`src/rtl/gpr_writeback.sv`:
```
// Register-file write-side driver: buffers writeback requests, aligns MIPS loads, issues one write per cycle.
// Define GPR_WB_UNALIGNED_EN to enable LWL/LWR alignment; otherwise ops 5/6 behave as WORD.
module gpr_writeback #(
    parameter int ADDR_WIDTH = 5,
    parameter int DATA_WIDTH = 32,
    parameter int DEPTH      = 4
) (
    input  logic                      clk,
    input  logic                      reset,
    input  logic                      req_valid,
    output logic                      req_ready,
    input  logic [ADDR_WIDTH-1:0]     req_addr,
    input  logic [DATA_WIDTH-1:0]     req_data,
    input  logic [2:0]                req_op,
    input  logic [1:0]                req_offset,
    output logic                      gpr_write,
    output logic [ADDR_WIDTH-1:0]     gpr_rd_addr,
    output logic [DATA_WIDTH-1:0]     gpr_rd_in,
    output logic [3:0]                gpr_byte_w_en,
    output logic [2**ADDR_WIDTH-1:0]  pending_mask,
    output logic [$clog2(DEPTH):0]    fifo_count
);

    localparam int PTR_W = $clog2(DEPTH);
    localparam int CNT_W = PTR_W + 1;

    typedef enum logic [2:0] {
        OP_WORD = 3'd0,
        OP_LB   = 3'd1,
        OP_LBU  = 3'd2,
        OP_LH   = 3'd3,
        OP_LHU  = 3'd4,
        OP_LWL  = 3'd5,
        OP_LWR  = 3'd6,
        OP_RSVD = 3'd7
    } op_e;

    typedef struct packed {
        logic [ADDR_WIDTH-1:0] addr;
        logic [DATA_WIDTH-1:0] data;
        logic [3:0]            en;
    } entry_t;

    if (DATA_WIDTH != 32) begin : g_bad_width
        $error("gpr_writeback: byte-lane logic supports DATA_WIDTH == 32 only");
    end
    if (DEPTH < 2 || (1 << PTR_W) != DEPTH) begin : g_bad_depth
        $error("gpr_writeback: DEPTH must be a power of 2 and >= 2");
    end

    op_e                   op;
    entry_t                in_entry;
    logic [7:0]            sel_byte;
    logic [15:0]           sel_half;
    logic                  accept;
    logic                  push;
    logic                  pop;

    entry_t                fifo_mem [DEPTH];
    logic [PTR_W-1:0]      wr_ptr;
    logic [PTR_W-1:0]      rd_ptr;

    assign op = op_e'(req_op);

    // Handshake and queue control. Ready is based on the registered count only.
    assign req_ready = reset && (fifo_count < CNT_W'(DEPTH));
    assign accept    = req_valid && req_ready;
    assign push      = accept && (req_addr != '0) && (op != OP_RSVD);
    assign pop       = (fifo_count != '0);

    // Load alignment happens before the FIFO so the issue stage is a plain register copy.
    // NOTE: every output of this always_comb gets a default first, so no latch is inferred.
    always_comb begin
        sel_byte      = req_data[{req_offset, 3'b000} +: 8];
        sel_half      = req_offset[1] ? req_data[31:16] : req_data[15:0];
        in_entry.addr = req_addr;
        in_entry.data = req_data;
        in_entry.en   = 4'b1111;
        case (op)
            OP_LB:  in_entry.data = {{(DATA_WIDTH-8){sel_byte[7]}}, sel_byte};
            OP_LBU: in_entry.data = {{(DATA_WIDTH-8){1'b0}}, sel_byte};
            OP_LH:  in_entry.data = {{(DATA_WIDTH-16){sel_half[15]}}, sel_half};
            OP_LHU: in_entry.data = {{(DATA_WIDTH-16){1'b0}}, sel_half};
`ifdef GPR_WB_UNALIGNED_EN
            OP_LWL: begin
                in_entry.data = req_data << {2'd3 - req_offset, 3'b000};
                in_entry.en   = 4'b1111 << (2'd3 - req_offset);
            end
            OP_LWR: begin
                in_entry.data = req_data >> {req_offset, 3'b000};
                in_entry.en   = 4'b1111 >> req_offset;
            end
`endif
            default: ;
        endcase
    end

    // NOTE: the FIFO storage is deliberately not reset; occupancy is tracked by the
    // pointers and count, so stale contents are never observed.
    always_ff @(posedge clk) begin
        if (push) begin
            fifo_mem[wr_ptr] <= in_entry;
        end
    end

    // NOTE: all sequential state uses non-blocking assignments so every register
    // samples the pre-edge values of the others.
    always_ff @(posedge clk) begin
        if (!reset) begin
            wr_ptr        <= '0;
            rd_ptr        <= '0;
            fifo_count    <= '0;
            gpr_write     <= 1'b0;
            gpr_rd_addr   <= '0;
            gpr_rd_in     <= '0;
            gpr_byte_w_en <= '0;
        end else begin
            if (push) begin
                wr_ptr <= wr_ptr + 1'b1;
            end
            if (pop) begin
                rd_ptr        <= rd_ptr + 1'b1;
                gpr_write     <= 1'b1;
                gpr_rd_addr   <= fifo_mem[rd_ptr].addr;
                gpr_rd_in     <= fifo_mem[rd_ptr].data;
                gpr_byte_w_en <= fifo_mem[rd_ptr].en;
            end else begin
                gpr_write <= 1'b0;
            end
            case ({push, pop})
                2'b10:   fifo_count <= fifo_count + 1'b1;
                2'b01:   fifo_count <= fifo_count - 1'b1;
                default: fifo_count <= fifo_count;
            endcase
        end
    end

    // Hazard mask: occupied slots are those within fifo_count entries of the read pointer.
    always_comb begin
        pending_mask = '0;
        for (int i = 0; i < DEPTH; i++) begin
            if ({1'b0, PTR_W'(PTR_W'(i) - rd_ptr)} < fifo_count) begin
                pending_mask[fifo_mem[i].addr] = 1'b1;
            end
        end
        if (gpr_write) begin
            pending_mask[gpr_rd_addr] = 1'b1;
        end
        pending_mask[0] = 1'b0;
    end

endmodule
```
`config.mk`:
```
export PLATFORM = sky130hd
export DESIGN_NAME = gpr_writeback
export DESIGN_NICKNAME = d
export VERILOG_FILES = /design/src/rtl/gpr_writeback.sv
export SDC_FILE = /design/constraint.sdc
export NUM_CORES = 1
export LEC_CHECK = 0
export CAP_MARGIN = 20
export CORE_MARGIN = 5
export CORE_UTILIZATION = 50
export CTS_CLUSTER_DIAMETER = 100
export DETAILED_ROUTE_END_ITERATION = 8
export DONT_BUFFER_PORTS = 1
export MAX_ROUTING_LAYER = met4
export RECOVER_POWER = 50
export SYNTH_ARGS = -nofsm -noshare
export SYNTH_HDL_FRONTEND = slang
export SYNTH_SLANG_ARGS = --single-unit
```
`constraint.sdc`:
```
create_clock -name clk -period 7.64 [get_ports clk]
set_input_delay 0.764 -clock clk [delete_from_list [all_inputs] [get_ports clk]]
set_output_delay 0.764 -clock clk [all_outputs]
set_load 0.1 [all_outputs]
```
==> flow_summary.yaml, run 1 <==
clock_tree:
  cts_resized: 0
  clock_tree.buffer_depth: 2
  clkSlewWorstSetupHoldPaths_ps: 70
  post_cts_hold_buffer_count: 0
  cts.repair_timing.setup_buffer_count: 0
  clock_sinks: 194
  clock_tree.root_cell: "sky130_fd_sc_hd__clkbuf_16"
  tritoncts.num_buffers: 17
  cts_tree: "built"
  clk-insertion-delay-late_ps: 430
  cts_max_level: 4
logic_synthesis:
  combinational_family_with_the_most_area_after_synthesis: "simple AND/OR/NAND/NOR gates"
  post_synth_xor_area_fraction: 0.00652
  synth_enable_flop_cells: 148
  yosysWarnings: 0
  synth-compound-area-share: 0.125
  synth_cell_type_count: 49
  syn_nets: 835
  mappedNetlistArea_um2: 9410
  synthesis.instances: 780
  async_flop_share: 0
  yosys_most_used_dff: "sky130_fd_sc_hd__edfxtp_1"
  post_synth_mux_area_share: 0.101
  avgSynthCellArea_um2: 12.1
  yosys.area_share.simple: 0.154
  synth-adder-area-share: 0.0141
  synth-seq-area-share: 0.570
  synth_seq_cells: 194
placement:
  placement_cell_area_um2: 9670
  place_congestion: 1.01
  place.detailed.instances: 989
  dp_hpwl_um: 18600
  setup_ws_pre_cts_ps: 2930
  port_buffers: 0
global_route:
  grt_start_max_net_pins: 49
  antenna_violations_before_repair: 0
  grt_pass1_wl_um: 40500
  first_global_vias: 6474
  grtUsageTotal: 0.254
  globalRouteOverflowTotal: 0
routing:
  via_count: 6617
  drc_errors: 0
  totalWireLength_um: 26400
  drt_pass1_iterations: 5
  iteration_0_drc_markers: 704
  ant_nets: 0
  detail_route.vias_per_cell: 6.46
  routed_wire_length_per_instance_um: 25.8
setup_path:
  worst-endpoint-arrival_ps: 4370
  capturing_element_type_of_the_critical_path: "primary output"
  worst_setup_path_category: "reg -> out"
  timing.critical_path.cells: "inv_1, ha_1, nor2b_1, a211oi_2, a22oi_1, nand3_1"
  worst-path-buf-inv: 1
  worst_setup_start_kind: "flip-flop"
  slowest_cell_on_crit_path: "sky130_fd_sc_hd__dfxtp_1"
  crit_required_ps: 6880
  cpPeakStageDelay_ps: 1010
  cp_max_fo: 15
  cpLargestDelayFamily: "compound AO/OA/AOI/OAI gates"
  reg2reg_setup_slack_ps: 3710
run_status:
  failed_checks: "capacitance limit, slew limit"
  run_status: "complete, but fails checks"
timing:
  sum_of_negative_setup_slack_ps: 0
  setup_viol: 0
  final_critical_path_setup_slack_ps: 2510
  fin_worst_hold_slack_ps: 430
  maximum_clock_frequency_mhz: 195
  finalMaxSlewViolations: 33
  final.period_utilization: 0.671
  hold_viol_final: 0
  worst_pin_slew_ps: 1700
  maxSlewHeadroom: -0.135
  min_period_ps: 5130
  setup_repair_after_global_routing_missed_its_margin: "no"
  finalClockSkew_ps: 16.4
die:
  placement_rows: 50
  die_width_um: 147
  initial_utilization: 0.505
  ios: 123
  core-area_um2: 18600
  die-area_um2: 21700
  die_span_in_y_um: 147
power_and_ir_drop:
  worst_ir_drop_vdd_uv: 203
  power_density_nw_per_um2: 404
  leakagePower_nw: 3.51
  power.total_mw: 4.15
layout:
  final_layout_size_suffix_gt1_frac: 0.130
  antenna_cells: 0
  final-instance-count-excl-fill: 1024
  fin_nets: 832
  stdcell_area_um2: 10300
  area_growth_pct: 9.28
  fillerInstances: 1566
  final_core_utilization: 0.552
worst_hold_path:
  hp-class: "in -> reg"
job:
  cap_violations: 5
[placed cells by master (no fill, tap or decap), types with 6 or more instances in the layout]
cell / n
sky130_fd_sc_hd__mux2i_1: 9
sky130_fd_sc_hd__a21o_1: 16
sky130_fd_sc_hd__inv_1: 12
sky130_fd_sc_hd__nor2_1: 63
sky130_fd_sc_hd__buf_6: 6
sky130_fd_sc_hd__a211oi_2: 6
sky130_fd_sc_hd__a22oi_1: 48
sky130_fd_sc_hd__clkbuf_1: 9
sky130_fd_sc_hd__nand3_1: 33
sky130_fd_sc_hd__o21ai_0: 6
sky130_fd_sc_hd__a21boi_0: 38
sky130_fd_sc_hd__clkbuf_16: 17
sky130_fd_sc_hd__dfxtp_1: 43
sky130_fd_sc_hd__ha_1: 9
sky130_fd_sc_hd__mux4_2: 38
sky130_fd_sc_hd__a21oi_1: 15
sky130_fd_sc_hd__buf_4: 9
sky130_fd_sc_hd__nor3_1: 25
sky130_fd_sc_hd__edfxtp_1: 148
sky130_fd_sc_hd__nor2b_1: 8
sky130_fd_sc_hd__nand2b_1: 19
sky130_fd_sc_hd__and3b_1: 6
sky130_fd_sc_hd__a221o_1: 15
sky130_fd_sc_hd__nand2_1: 117
[cell families after synthesis]
logic type	count (synthesis)
xor+xnor	7
compound gates	154
other cells	1
mux	47
simple gates	307
buf+inv	60
flops	194
fa+ha+maj	10
[final cells by class]
| cell class | instances | area, um2 | share of cell area |
|---|---|---|---|
| clock buffers | 18 | 439 | 0.0427 |
| clock inverters | 14 | 180 | 0.0175 |
| inverters | 13 | 48.8 | 0.00475 |
| multi-input cells | 526 | 3770 | 0.366 |
| flip-flops and latches | 194 | 5370 | 0.522 |
| well taps | 234 | 293 | 0.0285 |
| repair buffers | 25 | 183 | 0.0178 |
[worst register-to-register path, delay by kind of cell (launching register included)]
family | cells | cell delay [ps]
buf+inv | 5 | 2170
fa+ha+maj | 2 | 660
flops | 1 | 310
simple gates | 2 | 400
compound gates | 1 | 160
xor+xnor | 1 | 150
[sequential cells by signal (all words and copies together) (netlist names)]
register	cells
fifo_mem	148
gpr_rd_addr	5
fifo_count	3
gpr_byte_w_en	1
gpr_write	1
gpr_rd_in	32
rd_ptr	2
wr_ptr	2
[routing by layer]
| metal | share of wire | vias up | global-route usage | wire length (um) |
|---|---|---|---|---|
| met1 | 0.42 | 3327 | 0.343 | 11100 |
| li1 | - | 2934 | - | - |
| met2 | 0.47 | 312 | 0.391 | 12500 |
| met5 | 0 | - | - | 0 |
| met3 | 0.078 | 44 | 0.0568 | 2070 |
| met4 | 0.025 | 0 | 0.0736 | 654 |
[worst paths after layout]
path	from	to	cells past startpoint
worst max-delay path	fifo_count[1]$_SDFFE_PN0P_	pending_mask[4]	6
worst min-delay path	req_addr[2]	fifo_mem[2][34]$_DFFE_PP_	0
worst max register to register	fifo_count[2]$_SDFFE_PN0P_	fifo_count[2]$_SDFFE_PN0P_	11
worst min register to register	gpr_rd_addr[2]$_SDFFE_PN0P_	gpr_rd_addr[2]$_SDFFE_PN0P_	2
[cells in the mapped netlist, types with 12 or more instances]
| cell type | number | area [um2] |
|---|---|---|
| sky130_fd_sc_hd__nand3_1 | 33 | 165 |
| sky130_fd_sc_hd__dfxtp_1 | 46 | 921 |
| sky130_fd_sc_hd__a21oi_1 | 15 | 75.1 |
| sky130_fd_sc_hd__nor2_1 | 62 | 233 |
| sky130_fd_sc_hd__clkbuf_1 | 17 | 63.8 |
| sky130_fd_sc_hd__a21o_1 | 16 | 120 |
| sky130_fd_sc_hd__nand2_1 | 117 | 439 |
| sky130_fd_sc_hd__inv_1 | 12 | 45.0 |
| sky130_fd_sc_hd__buf_2 | 24 | 120 |
| sky130_fd_sc_hd__edfxtp_1 | 148 | 4440 |
| sky130_fd_sc_hd__mux4_2 | 38 | 856 |
| sky130_fd_sc_hd__a22oi_1 | 48 | 360 |
| sky130_fd_sc_hd__nand2b_1 | 19 | 119 |
| sky130_fd_sc_hd__nor3_1 | 26 | 130 |
| sky130_fd_sc_hd__a21boi_0 | 38 | 285 |
| sky130_fd_sc_hd__a221o_1 | 15 | 150 |
[power breakdown]
| part | total (mW) | internal [mW] | switching, mW | leakage, nW |
|---|---|---|---|---|
| Combinational | 1.29 | 0.367 | 0.921 | 1.47 |
| Sequential | 1.96 | 1.28 | 0.681 | 1.73 |
| Clock | 0.905 | 0.482 | 0.423 | 0.305 |
| Total | 4.15 | 2.13 | 2.03 | 3.51 |
(Power assumes the default switching activity.)
==> run 2, diff against run 1 <==
- PLACE_DENSITY: default -> 0.68
- clock period: 7.64 -> 4.6 ns (I/O delays scaled with it)
==> run 2 against run 1 <==
The flow still finishes with violations (capacitance limit, slew limit). Total power grew 67%. Register-to-register slack got worse by 2400 ps. Design area up 2.1%. Critical path type unchanged. Critical endpoint is now pending_mask[8]. Sequential share of layout area decreased by 1.1 points. Highest routed layer unchanged.
==> flow_summary.yaml, run 2 (synthesis results as in run 1) <==
setup_path:
  slowest_cell_on_crit_path: "sky130_fd_sc_hd__clkbuf_1"
  timing.critical_path.cells: "clkbuf_1, or3b_2, nor2_1, a31oi_1, nand3_1, buf_4"
  capturing_element_type_of_the_critical_path: "primary output"
  worst_setup_start_kind: "flip-flop"
  cp_max_fo: 10
  crit_required_ps: 4140
  worst_setup_path_category: "reg -> out"
  worst-endpoint-arrival_ps: 3370
  cpPeakStageDelay_ps: 1250
clock_tree:
  tritoncts.num_buffers: 17
  clock_tree.buffer_depth: 2
  clk-insertion-delay-late_ps: 430
  cts_resized: 0
  cts_tree: "built"
  post_cts_hold_buffer_count: 0
  cts.repair_timing.setup_buffer_count: 0
  clock_sinks: 194
  clock_tree.root_cell: "sky130_fd_sc_hd__clkbuf_16"
  cts_max_level: 4
  clkSlewWorstSetupHoldPaths_ps: 80
timing:
  finalClockSkew_ps: 10.8
  min_period_ps: 3830
  worst_pin_slew_ps: 3720
  maximum_clock_frequency_mhz: 261
  fin_worst_hold_slack_ps: 129
  final.period_utilization: 0.833
  hold_viol_final: 0
  setup_viol: 0
  finalMaxSlewViolations: 59
  maxSlewHeadroom: -1.48
  setup_repair_after_global_routing_missed_its_margin: "no"
  sum_of_negative_setup_slack_ps: 0
global_route:
  grt_start_max_net_pins: 49
  antenna_violations_before_repair: 0
  globalRouteOverflowTotal: 0
  grt_pass1_wl_um: 42300
  grtUsageTotal: 0.266
  first_global_vias: 6918
routing:
  totalWireLength_um: 27900
  via_count: 6797
  detail_route.vias_per_cell: 6.42
  drc_errors: 0
  iteration_0_drc_markers: 751
  ant_nets: 0
  drt_pass1_iterations: 5
  routed_wire_length_per_instance_um: 26.3
layout:
  antenna_cells: 0
  registers_with_the_most_flip_flops: "fifo_mem x148, gpr_rd_in x32, gpr_rd_addr x5"
  area_growth_pct: 11.5
  fillerInstances: 1537
  layout_common_cells: "sky130_fd_sc_hd__edfxtp_1, sky130_fd_sc_hd__nand2_1, sky130_fd_sc_hd__nor2_1, sky130_fd_sc_hd__buf_4, sky130_fd_sc_hd__a22oi_1"
  max_flop_register: "fifo_mem"
  stdcell_area_um2: 10500
  multi_input_comb_area_um2: 3770
  mostFrequentLayoutCell: "sky130_fd_sc_hd__edfxtp_1"
  largest_register_ffs: 148
  fin_nets: 867
  final_layout_size_suffix_gt1_frac: 0.165
  ff_latch_area_um2: 5370
power_and_ir_drop:
  leakagePower_nw: 3.68
  p_sw_frac: 0.492
  power.total_mw: 6.92
  p_comb_frac: 0.324
  p_switching_mw: 3.41
  intPower_mw: 3.52
  worst_ir_drop_vdd_uv: 486
  power_density_nw_per_um2: 660
  clockPowerShare: 0.207
  sequentialPowerShare: 0.469
run_status:
  run_status: "complete, but fails checks"
  failed_checks: "capacitance limit, slew limit"
die:
  initial_utilization: 0.505
  core-area_um2: 18600
  ios: 123
  placement_rows: 50
  die-area_um2: 21700
  die_span_in_y_um: 147
  die_width_um: 147
placement:
  placement_cell_area_um2: 9940
  place_congestion: 0.920
  port_buffers: 0
  dp_hpwl_um: 19800
job:
  cap_violations: 7
worst_hold_path:
  hp-class: "in -> reg"
## run 2: final cells by class
| class | count | area share |
|---|---|---|
| clock buffer | 19 | 0.0422 |
| clock inverter | 13 | 0.0132 |
| inverter | 13 | 0.00465 |
| multi-input combinational | 526 | 0.359 |
| sequential | 194 | 0.511 |
| tap | 234 | 0.0279 |
| timing repair buffer | 60 | 0.0416 |
## run 2: worst paths after layout
kind | slack [ps] | depth (start not counted) | from | endpoint
worst max-delay path | 770 | 6 | gpr_rd_addr[3]$_SDFFE_PN0P_ | pending_mask[8]
worst min register to register | 500 | 2 | gpr_rd_addr[2]$_SDFFE_PN0P_ | gpr_rd_addr[2]$_SDFFE_PN0P_
worst max register to register | 1300 | 1 | gpr_byte_w_en[2]$_SDFFE_PN0P_ | gpr_byte_w_en[2]$_SDFFE_PN0P_
worst min-delay path | 130 | 0 | req_addr[1] | fifo_mem[0][33]$_DFFE_PP_
## run 2: power by group through the flow
| stage | registers [mW] | clock network, mW | logic, mW |
|---|---|---|---|
| after global placement | 3.28 | 0 | 2.21 |
| after CTS | 3.25 | 1.46 | 2.27 |
| final | 3.24 | 1.44 | 2.24 |
| after global routing | 3.27 | 1.53 | 2.40 |
| after detailed placement | 3.29 | 0 | 2.25 |
| after floorplan | 3.39 | 0 | 1.57 |
## run 2: layer usage
layer | vias to the layer above | part of all wire | track usage | wire length (um)
li1 | 2993 | - | - | -
met1 | 3422 | 0.40 | 0.340 | 11100
met2 | 335 | 0.49 | 0.422 | 13700
met3 | 47 | 0.089 | 0.0688 | 2470
met4 | 0 | 0.021 | 0.0774 | 599
met5 | - | 0 | - | 0
## run 2: per-stage QoR
stage,worst slack [ps],utilization,instances
3_5_place_dp,1520,0.533,1025
3_3_place_gp,1550,0.532,1024
5_1_grt,695,0.563,1059
4_1_cts,1070,0.564,1057
6_report,768,0.563,1059
2_1_floorplan,876,-,780
## run 2: critical path, delay by kind of cell, from the launching register on
family                 cells  cell delay [ps]
AOI/OAI and AO/OA          1              100
buffers and inverters      2             1550
DFF                        1              310
and+or+nand+nor            3              990
==> run 3, diff against run 2 <==
- ABC_AREA: default -> 1
- PLACE_DENSITY: 0.68 -> default
- clock period: 4.6 -> 3.6 ns (I/O delays scaled with it)
==> run 3 against run 2 <==
The run still ends with capacitance limit, slew limit left. Global-route usage shrank 0.68 points. Register-to-register slack worse by 960 ps. Die area rose by 5.8%. Critical path type unchanged. Clock power grew 31%. Via count is 24% higher. Critical endpoint is now pending_mask[4]. Combinational power is 39% higher. Sequential cell count did not move. Total power rose by 30%. Clock-buffer cell count shrank 1. First-iteration DRC count down 11%. Largest power group unchanged.
==> flow_summary.yaml, run 3 <==
timing:
  maximum_clock_frequency_mhz: 304
  final.period_utilization: 0.913
  worst_pin_slew_ps: 2000
  setup_viol: 0
  min_period_ps: 3290
  hold_viol_final: 0
  sum_of_negative_setup_slack_ps: 0
  maxSlewHeadroom: -0.333
  finalMaxSlewViolations: 65
  finalClockSkew_ps: 11.0
  setup_repair_after_global_routing_missed_its_margin: "no"
  final_critical_path_setup_slack_ps: 313
  fin_worst_hold_slack_ps: 21.9
logic_synthesis:
  post_synth_xor_area_fraction: 0
  yosysWarnings: 0
  synth-adder-area-share: 0.0133
  cell_types_occupying_the_most_area_after_synthesis: "sky130_fd_sc_hd__edfxtp_1, sky130_fd_sc_hd__nand2_1, sky130_fd_sc_hd__nor2_1"
  avgSynthCellArea_um2: 8.04
  async_flop_share: 0
  synth.largest_area_cell: "sky130_fd_sc_hd__edfxtp_1"
  mappedNetlistArea_um2: 9990
  synth-compound-area-share: 0.0669
  synth_seq_cells: 194
  ys_top_cells_by_count: "sky130_fd_sc_hd__nand2_1, sky130_fd_sc_hd__nor2_1, sky130_fd_sc_hd__edfxtp_1"
  synth_cell_type_count: 30
  synthesis.instances: 1243
  synth-seq-area-share: 0.537
  yosys_most_used_dff: "sky130_fd_sc_hd__edfxtp_1"
  syn_nets: 1298
  yosys.area_share.simple: 0.322
  combinational_family_with_the_most_area_after_synthesis: "simple AND/OR/NAND/NOR gates"
  post_synth_mux_area_share: 0
  yosys.cell_count.top_type: "sky130_fd_sc_hd__nand2_1"
  synth_enable_flop_cells: 148
  synth_top_area_share: 0.445
routing:
  iteration_0_drc_markers: 666
  routed_wire_length_per_instance_um: 18.5
  drt_pass1_iterations: 5
  ant_nets: 0
  detail_route.vias_per_cell: 5.46
  drc_errors: 0
  totalWireLength_um: 28500
  via_count: 8414
power_and_ir_drop:
  worst_ir_drop_vdd_uv: 693
  power_density_nw_per_um2: 788
  power.total_mw: 8.98
  leakagePower_nw: 4.51
job:
  cap_violations: 3
clock_tree:
  clock_sinks: 194
  clk-insertion-delay-late_ps: 430
  clock_tree.buffer_depth: 2
  tritoncts.num_buffers: 17
  clock_tree.root_cell: "sky130_fd_sc_hd__clkbuf_16"
  cts_tree: "built"
  clkSlewWorstSetupHoldPaths_ps: 70
  cts_max_level: 4
run_status:
  run_status: "complete, but fails checks"
  failed_checks: "capacitance limit, slew limit"
layout:
  antenna_cells: 0
  stdcell_area_um2: 11400
  final_core_utilization: 0.582
  fillerInstances: 1808
  final_layout_size_suffix_gt1_frac: 0.0799
  max_flop_register: "fifo_mem"
  ff_latch_area_um2: 5370
  fin_nets: 1318
  multi_input_comb_area_um2: 4050
  mostFrequentLayoutCell: "sky130_fd_sc_hd__nand2_1"
  final-instance-count-excl-fill: 1541
  layout_common_cells: "sky130_fd_sc_hd__nand2_1, sky130_fd_sc_hd__nor2_1, sky130_fd_sc_hd__edfxtp_1, sky130_fd_sc_hd__nand3_1, sky130_fd_sc_hd__inv_1"
  registers_with_the_most_flip_flops: "fifo_mem x148, gpr_rd_in x32, gpr_rd_addr x5"
  area_growth_pct: 14.1
  largest_register_ffs: 148
setup_path:
  cp_max_fo: 14
  crit_required_ps: 3240
  worst_setup_start_kind: "flip-flop"
  reg2reg_setup_slack_ps: 340
  worst-endpoint-arrival_ps: 2930
  slowest_cell_on_crit_path: "sky130_fd_sc_hd__dfxtp_2"
  capturing_element_type_of_the_critical_path: "primary output"
  timing.critical_path.cells: "inv_1, buf_4, ha_1, inv_1, nor2_1, nand2_1, nand2_2, o21ai_0, nor2_1, nand2_1, buf_12"
  cpPeakStageDelay_ps: 690
  worst_setup_path_category: "reg -> out"
die:
  placement_rows: 51
  initial_utilization: 0.510
  ios: 123
  die_width_um: 151
  core-area_um2: 19600
  die_span_in_y_um: 151
  die-area_um2: 22900
global_route:
  first_global_vias: 7794
  grt_pass1_wl_um: 43600
  grt_start_max_net_pins: 44
  antenna_violations_before_repair: 0
  grtUsageTotal: 0.259
  globalRouteOverflowTotal: 0
placement:
  setup_ws_pre_cts_ps: 408
  place_congestion: 1.00
  dp_hpwl_um: 19800
  placement_cell_area_um2: 10800
  place.detailed.instances: 1509
  port_buffers: 0
worst_hold_path:
  hp-class: "in -> reg"
-- run 3: cell types whose count changed in the layout (fill, tap and decap cells not counted), sizes merged, moves of 39 or more --
| cell | delta |
|---|---|
| o21ai | +70 |
| nor2 | +196 |
| a22oi | -48 |
| inv | +62 |
| nand3 | +51 |
| a21boi | -39 |
| nand2 | +267 |
-- run 3: critical path, delay by kind of cell (launching register included) --
| family | cells | cell delay [ps] |
|---|---|---|
| adder cells (fa/ha/maj) | 1 | 270 |
| buffers and inverters | 4 | 540 |
| AND/OR/NAND/NOR | 5 | 840 |
| AO/OA/AOI/OAI | 1 | 140 |
| flip-flops | 1 | 690 |
-- run 3: layout make-up --
class | instances | area share
sequential | 194 | 0.471
tap | 265 | 0.0291
multi-input combinational | 921 | 0.355
inverter | 76 | 0.0250
clock inverter | 14 | 0.0150
clock buffer | 18 | 0.0376
timing repair buffer | 53 | 0.0672
-- run 3: power breakdown --
part / internal, mW / total [mW] / switching, mW
Combinational: 0.836 / 3.12 / 2.29
Clock: 0.993 / 1.88 / 0.884
Sequential: 2.69 / 3.98 / 1.29
Total: 4.52 / 8.98 / 4.46
-- run 3: timing repair --
action,4_1_cts,5_1_grt
setup buffers,0,0
hold endpoints to repair,0,0
gates resized for setup,1,0
hold buffers,0,0
setup endpoints to repair,1,0
-- run 3: routing by layer --
layer  routed length [um]  up-vias  global-route usage
met2                13000      344               0.393
met1                12600     3894               0.360
met3                 2510       36              0.0530
li1                     -     4140                   -
met5                    0        -                   -
met4                  376        0              0.0603
-- run 3: final timing paths --
check                                                start                   endpoint  cells after the start
worst max-delay path            fifo_count[1]$_SDFFE_PN0P_            pending_mask[4]                     11
worst min-delay path                           req_addr[2]  fifo_mem[2][34]$_DFFE_PP_                      0
worst max register to register  fifo_count[0]$_SDFFE_PN0P_  gpr_rd_in[1]$_SDFFE_PN0P_                      5
worst min register to register      wr_ptr[0]$_SDFFE_PN0P_     wr_ptr[0]$_SDFFE_PN0P_                      2
-- run 3: cells by family (layout without fill, tap and decap cells) --
group,after synthesis,after routing
fa+ha+maj,10,10
flops,194,194
buf+inv,128,161
other cells,1,1
simple gates,785,785
compound gates,125,125
